==> src/rtl/mem_pkg.sv <==
// mem_pkg: memory command, access-type and arbiter state definitions shared by the core memory blocks
package mem_pkg;
  localparam logic M_XRD = 1'b0;
  localparam logic M_XWR = 1'b1;
  localparam logic [2:0] MT_X  = 3'd0;
  localparam logic [2:0] MT_B  = 3'd1;
  localparam logic [2:0] MT_H  = 3'd2;
  localparam logic [2:0] MT_W  = 3'd3;
  localparam logic [2:0] MT_BU = 3'd4;
  localparam logic [2:0] MT_HU = 3'd5;
  typedef enum logic [1:0] {IDLE, WAIT_I, WAIT_D} arb_state_t;
endpackage

==> src/rtl/mem_arbiter.sv <==
// mem_arbiter: single-outstanding arbiter sharing one memory port between fetch and data ports, with response timeout
module mem_arbiter
  import mem_pkg::*;
#(
  parameter int ADDR_W  = 32,
  parameter int DATA_W  = 32,
  parameter int TIMEOUT = 255
) (
  input  logic              clk,
  input  logic              rst,
  input  logic              imem_req_valid,
  output logic              imem_req_ready,
  input  logic [ADDR_W-1:0] imem_req_addr,
  output logic              imem_resp_valid,
  output logic [DATA_W-1:0] imem_resp_data,
  input  logic              dmem_req_valid,
  output logic              dmem_req_ready,
  input  logic [ADDR_W-1:0] dmem_req_addr,
  input  logic [DATA_W-1:0] dmem_req_data,
  input  logic              dmem_req_fcn,
  input  logic [2:0]        dmem_req_typ,
  output logic              dmem_resp_valid,
  output logic [DATA_W-1:0] dmem_resp_data,
  output logic              mem_req_valid,
  input  logic              mem_req_ready,
  output logic [ADDR_W-1:0] mem_req_addr,
  output logic [DATA_W-1:0] mem_req_data,
  output logic              mem_req_fcn,
  output logic [2:0]        mem_req_typ,
  input  logic              mem_resp_valid,
  input  logic [DATA_W-1:0] mem_resp_data,
  output logic              timeout_err
);
  arb_state_t state, state_n;
  logic pri;
  logic [7:0] cnt;
  logic idle, sel_i, accept, timed, done;
  always_comb begin
    idle            = state == IDLE;
    sel_i           = imem_req_valid & (~dmem_req_valid | pri);
    mem_req_valid   = idle & (imem_req_valid | dmem_req_valid);
    accept          = mem_req_valid & mem_req_ready;
    imem_req_ready  = idle & sel_i & mem_req_ready;
    dmem_req_ready  = idle & ~sel_i & dmem_req_valid & mem_req_ready;
    mem_req_addr    = sel_i ? imem_req_addr : dmem_req_addr;
    mem_req_data    = sel_i ? '0 : dmem_req_data;
    mem_req_fcn     = sel_i ? M_XRD : dmem_req_fcn;
    mem_req_typ     = sel_i ? MT_W : dmem_req_typ;
    timed           = ~idle & ~mem_resp_valid & (TIMEOUT != 0) & ({1'b0, cnt} + 9'd1 == 9'(TIMEOUT));
    done            = ~idle & (mem_resp_valid | timed);
    timeout_err     = timed;
    imem_resp_valid = (state == WAIT_I) & done;
    dmem_resp_valid = (state == WAIT_D) & done;
    imem_resp_data  = (state == WAIT_I) & mem_resp_valid ? mem_resp_data : '0;
    dmem_resp_data  = (state == WAIT_D) & mem_resp_valid ? mem_resp_data : '0;
    state_n         = accept ? (sel_i ? WAIT_I : WAIT_D) : done ? IDLE : state;
  end
  always_ff @(posedge clk or posedge rst) begin
    if (rst) begin
      state <= IDLE;
      pri   <= 1'b0;
      cnt   <= '0;
    end else begin
      state <= state_n;
      if (accept) begin
        pri <= ~pri;
        cnt <= '0;
      end else if (~idle & ~mem_resp_valid) begin
        cnt <= cnt + 8'd1;
      end
    end
  end
endmodule

==> config.mk <==
export PLATFORM = sky130hd
export DESIGN_NAME = mem_arbiter
export DESIGN_NICKNAME = d
export VERILOG_FILES = /design/src/rtl/mem_pkg.sv /design/src/rtl/mem_arbiter.sv
export SDC_FILE = /design/constraint.sdc
export NUM_CORES = 1
export LEC_CHECK = 0
export CAP_MARGIN = 20
export CORE_AREA = 4 4 104 106
export CTS_BUF_LIST = sky130_fd_sc_hd__clkbuf_16
export CTS_CLUSTER_DIAMETER = 120
export DETAILED_ROUTE_END_ITERATION = 8
export DIE_AREA = 0 0 108 110
export PLACE_DENSITY = 0.69
export SLEW_MARGIN = 30
export SYNTH_ARGS = -nofsm -noshare
export SYNTH_HDL_FRONTEND = slang
export SYNTH_SLANG_ARGS = --single-unit
==> constraint.sdc <==
create_clock -name clk -period 2.62 [get_ports clk]
set_clock_uncertainty 0.2 [all_clocks]
set_input_delay 0.524 -clock clk [delete_from_list [all_inputs] [get_ports clk]]
set_output_delay 0.524 -clock clk [all_outputs]
set_load 0.1 [all_outputs]
* Yosys cells after proc, flatten, opt, wreduce, memory -nomap -nowiden *
Cells that the tools add are included.

storage, ports and cells
  input port bits = 138
  register bits = 11

operators by class
  reduce and logical (&&, ||, !) cells = 3
  add/subtract/negate cells = 2
  multiplexer cells = 11
  equality and inequality tests = 3
  bitwise operators = 23

operators by type and width
  cell                                                                   count
  32-bit two-way mux                                                     4
  8-bit two-way mux                                                      2
  1-bit bitwise AND                                                      15
  8-bit by 1-bit adder with 9-bit output, second input constant          1
  9-bit by 8-bit equality test with 1-bit output, second input constant  1
  8-bit by 1-bit adder with 8-bit output, second input constant          1
  2-bit two-way mux                                                      3
  1-bit NOT                                                              5
  2-bit nonzero test                                                     2
  3-bit two-way mux                                                      1
  1-bit bitwise OR                                                       3
  2-bit by 1-bit equality test with 1-bit output, second input constant  1
  2-bit equality test, second input constant                             1
  2-bit logical NOT                                                      1
  1-bit two-way mux                                                      1

* Logic depth before layout (Yosys ltp) *
  word-level depth = 8
  gate-level depth with buffers = 6
  gate-level depth less buffers = 6

* Worst setup path after synthesis *
No wires, ideal clock.

  kind = reg-to-output
  from = reg cnt[0]
  to = out dmem_resp_valid
  setup slack = -1.243 ns
  stages on the path, launching flop included = 7
  arrival = 3.139 ns
  required time = 1.896 ns
  cell sequence = dfrtp_1 ha_1 a21oi_1 nor2_1 o22a_1 nor4_4 a31o_1

on the way
  cells in the longest elaborated chain, start to end = 6

RTL lines
  what                                            line               RTL
  start, declared                                 mem_arbiter.sv:36  logic [7:0] cnt;
  start signal, assigned                          mem_arbiter.sv:69  cnt <= cnt + 8'd1;
  8-bit by 1-bit adder with 9-bit output          mem_arbiter.sv:49  timed = ~idle & ~mem_resp_valid & (TIMEOUT != 0) & ({1'b0, cnt} + 9'd1 == 9'(TIMEOUT));
  9-bit by 8-bit equality test with 1-bit output  mem_arbiter.sv:49
  1-bit bitwise AND                               mem_arbiter.sv:49
  named net timeout_err                           mem_arbiter.sv:32  output logic timeout_err
  1-bit bitwise OR                                mem_arbiter.sv:50  done = ~idle & (mem_resp_valid | timed);
  1-bit bitwise AND                               mem_arbiter.sv:50
  1-bit bitwise AND                               mem_arbiter.sv:53  dmem_resp_valid = (state == WAIT_D) & done;
  end, declared                                   mem_arbiter.sv:22  output logic dmem_resp_valid,

The timed path passes the listed nets, and every way through them passes these cells.

* Worst setup path after layout *
  from = reg cnt[2]
  to = out imem_resp_valid

on the way
  cells in the longest elaborated chain, start to end = 6

RTL lines
  what                                            line               RTL
  8-bit by 1-bit adder with 9-bit output          mem_arbiter.sv:49
  9-bit by 8-bit equality test with 1-bit output  mem_arbiter.sv:49
  1-bit bitwise AND                               mem_arbiter.sv:49
  1-bit bitwise OR                                mem_arbiter.sv:50
  1-bit bitwise AND                               mem_arbiter.sv:50
  1-bit bitwise AND                               mem_arbiter.sv:52  imem_resp_valid = (state == WAIT_I) & done;
  end, declared                                   mem_arbiter.sv:14  output logic imem_resp_valid,

No other way between the ends.

==> impl_metrics.json <==
{
  "drv_cap": 0,
  "outcome": "finished with violations",
  "tightest_slew_ns": 0.463,
  "worst_slack_ns": -0.0945,
  "reg2reg_from": "state[1]$_DFFE_PP0P_",
  "die_h_um": 110,
  "via_count": 2819,
  "wire_per_inst_um": 20.3,
  "hp-class": "flip-flop to flip-flop",
  "core_um2": 9770,
  "fin_hold_ws_ns": 0.310,
  "die_area_um2": 11900,
  "synth_top_cell_area_share": 0.353,
  "fmaxAchievable_ghz": 0.368,
  "yosysWarnings": 0,
  "insertion_delay_ns": 0.24,
  "drc_errors": 0,
  "critPathTopFamily": "simple AND/OR/NAND/NOR gates",
  "nets": 658,
  "grt_start_max_net_pins": 34,
  "syn_area_um2": 1750,
  "via_per_inst": 4.34,
  "cp.required_ns": 1.90,
  "reg2reg_to": "cnt[5]$_DFFE_PP0P_",
  "crit_fanout": 6,
  "startpoint_type": "flip-flop",
  "cp_cell_sequence": "and2_1 > o2bb2ai_4 > o2111ai_4 > nor4_4 > a31o_2 > buf_12",
  "holdPathEnd": "cnt[7]$_DFFE_PP0P_",
  "p_leak_nw": 2.83,
  "ios": 276,
  "drt_first_pass_iters": 4,
  "clkTransAtPathRegs_ns": 0.04,
  "antenna_found_initial": 0,
  "hold_viol_final": 0,
  "worstPathArrival_ns": 1.99,
  "setup_viol": 3,
  "portBuffers": 275,
  "finalWirelength_um": 13200,
  "synth-seq-cells": 11,
  "tns_ns": -0.190,
  "globalRouteMet2Util": 0.399,
  "hold_start": "cnt[7]$_DFFE_PP0P_",
  "avgSynthCellArea_um2": 7.79,
  "grt_usage": 0.198,
  "worstRegToRegCells": 6,
  "cts.path.max_buffers": 2,
  "finalCritPeriodShare": 1.04,
  "diodes": 0,
  "drive_gt1_frac": 0.451,
  "grt.busiest_layer": "met2",
  "r2r_slack_ns": 0.67,
  "period_needed_ns": 2.71,
  "grt_pass1_vias": 2925,
  "endpoint_kind": "primary output",
  "worstSetupPathType": "flip-flop to primary output",
  "grtUsageMet1": 0.193,
  "drtIter0Drc": 154,
  "cts_sinks": 11,
  "synth_cell_types": 36,
  "hold_depth": 2,
  "cts_tree": "built",
  "final_max_slew_viol_count": 0,
  "numCtsBuffers": 3,
  "synthesis.nets": 365,
  "gp_congestion": 0.796,
  "row_count": 36,
  "ir_drop_mv": 0.472,
  "violations": "negative setup slack",
  "ys_seq_area_frac": 0.157,
  "synth_area_leaders": "and2_1 (35%), mux2_2 (21%), dfrtp_1 (16%)",
  "rsz0062_at_grt": "true",
  "drt.antenna.violating_nets": 0,
  "p_per_area_nw_per_um2": 683,
  "crit_path_max_incr_delay_ns": 0.44,
  "slowest_stage": "dfrtp_2",
  "htree_levels": 1,
  "area.growth.synth_to_final_pct": 277,
  "dieWidth_um": 108,
  "grt.overflow.total": 0,
  "met3_usage": 0.0553,
  "syn_inst": 225,
  "initial_core_util": 0.179,
  "cp_num_buf_inv": 1,
  "total_power_w": 0.00452,
  "place_hpwl_um": 10800,
  "slew_headroom": 0.691,
  "cts-root-buf": "clkbuf_16",
  "yosysTopAreaCell": "and2_1",
  "grt_pass1_wl_um": 17500
}
-- cell type report --
class / count / area (um^2)
flip-flops and latches: 11 / 280
repair buffers: 302 / 4450
well taps: 133 / 166
multi-input cells: 194 / 1620
clock inverters: 1 / 3.75
inverters: 6 / 22.5
fillers: 726 / 3160
clock buffers: 3 / 75.1
-- per-layer routing --
layer | up-vias | part of all wire
li1 | 1335 | -
met1 | 1274 | 0.32
met2 | 193 | 0.55
met3 | 17 | 0.097
met4 | 0 | 0.030
met5 | - | 0
-- registers in the layout, indices dropped and copies added, names as in the netlist --
name   count
cnt        8
pri        1
state      2
-- cells in the mapped netlist (all sizes together) --
| library cell | number |
|---|---|
| a21oi | 3 |
| a31o | 2 |
| a31oi | 1 |
| and2 | 99 |
| and3 | 3 |
| and4b | 1 |
| buf | 3 |
| clkbuf | 11 |
| dfrtp | 11 |
| ha | 2 |
| inv | 6 |
| mux2 | 32 |
| nand2 | 8 |
| nand2b | 3 |
| nand3 | 3 |
| nor2 | 9 |
| nor2b | 1 |
| nor3 | 2 |
| nor4 | 1 |
| o2111ai | 1 |
| o21ai | 8 |
| o21bai | 2 |
| o22a | 1 |
| o22ai | 2 |
| o2bb2ai | 1 |
| o31a | 1 |
| o32ai | 1 |
| o41ai | 1 |
| or3 | 1 |
| or3b | 1 |
| xnor2 | 1 |
| xor2 | 3 |
-- power by group --
| group | total [W] | switching, W | internal (W) | leakage (nW) |
|---|---|---|---|---|
| combinational | 0.00395 | 0.00243 | 0.00152 | 2.64 |
| sequential | 0.000290 | 0.0000799 | 0.000210 | 0.141 |
| clock | 0.000281 | 0.0000805 | 0.000201 | 0.0423 |
-- how the worst max path moves through the flow --
stage | to | startpoint | cells past startpoint
6_report | imem_resp_valid | cnt[2]$_DFFE_PP0P_ | 6
3_3_place_gp | mem_req_addr[17] | dmem_req_valid | 6
3_5_place_dp | mem_req_addr[12] | dmem_req_valid | 6
2_1_floorplan | imem_resp_valid | cnt[0]$_DFFE_PP0P_ | 6
4_1_cts | imem_resp_valid | cnt[1]$_DFFE_PP0P_ | 6
5_1_grt | imem_resp_valid | cnt[1]$_DFFE_PP0P_ | 6
-- stage by stage --
stage / utilization / worst slack (ns) / cell area, um^2 / std cells
4_1_cts: 0.672 / -0.0372 / 6570 / 650
2_1_floorplan: - / -0.978 / 1780 / 225
3_3_place_gp: 0.630 / -0.115 / 6160 / 630
6_report: 0.677 / -0.0945 / 6620 / 650
5_1_grt: 0.677 / -0.177 / 6620 / 650
3_5_place_dp: 0.630 / -0.156 / 6160 / 630
-- worst min-delay path: cells and delay by family (launching register included) --
| family | cells | cell delay (ns) |
|---|---|---|
| compound gates | 1 | 0.06 |
| flops | 1 | 0.35 |
| simple gates | 1 | 0.05 |
-- cells in the final DEF, fill, tap and decap left out, types with 2 or more instances in the layout --
master and instances:
a21oi_1 2, and2_1 93, and2_2 6, and3_2 2, buf_12 141, buf_16 3, buf_4 16, buf_6 5
clkbuf_16 3, clkdlybuf4s50_1 134, dfrtp_1 7, dfrtp_2 4, dlygate4sd2_1 3, inv_1 6, mux2_2 2, mux2_4 30
nand2_1 7, nand2b_1 3, nand3_2 2, nor2_1 7, nor3_2 2, o21ai_0 6, o22ai_1 2, xor2_1 3
-- logic make-up (layout without fill, tap and decap cells) --
group | after synthesis | in the layout | synth area share
compound gates | 24 | 24 | 0.0942
xor+xnor | 4 | 4 | 0.0200
fa+ha+maj | 2 | 2 | 0.0143
flops | 11 | 11 | 0.157
mux | 32 | 32 | 0.206
simple gates | 132 | 132 | 0.464
buf+inv | 20 | 312 | 0.0450
-- repair_timing --
action,CTS,global route
buffers inserted,13,0
hold buffers,0,0
gates resized for setup,48,10
pin swaps,8,2
cloned,3,0
endpoints found under the setup margin,67,3
Power figures use the tool's default switching activity.
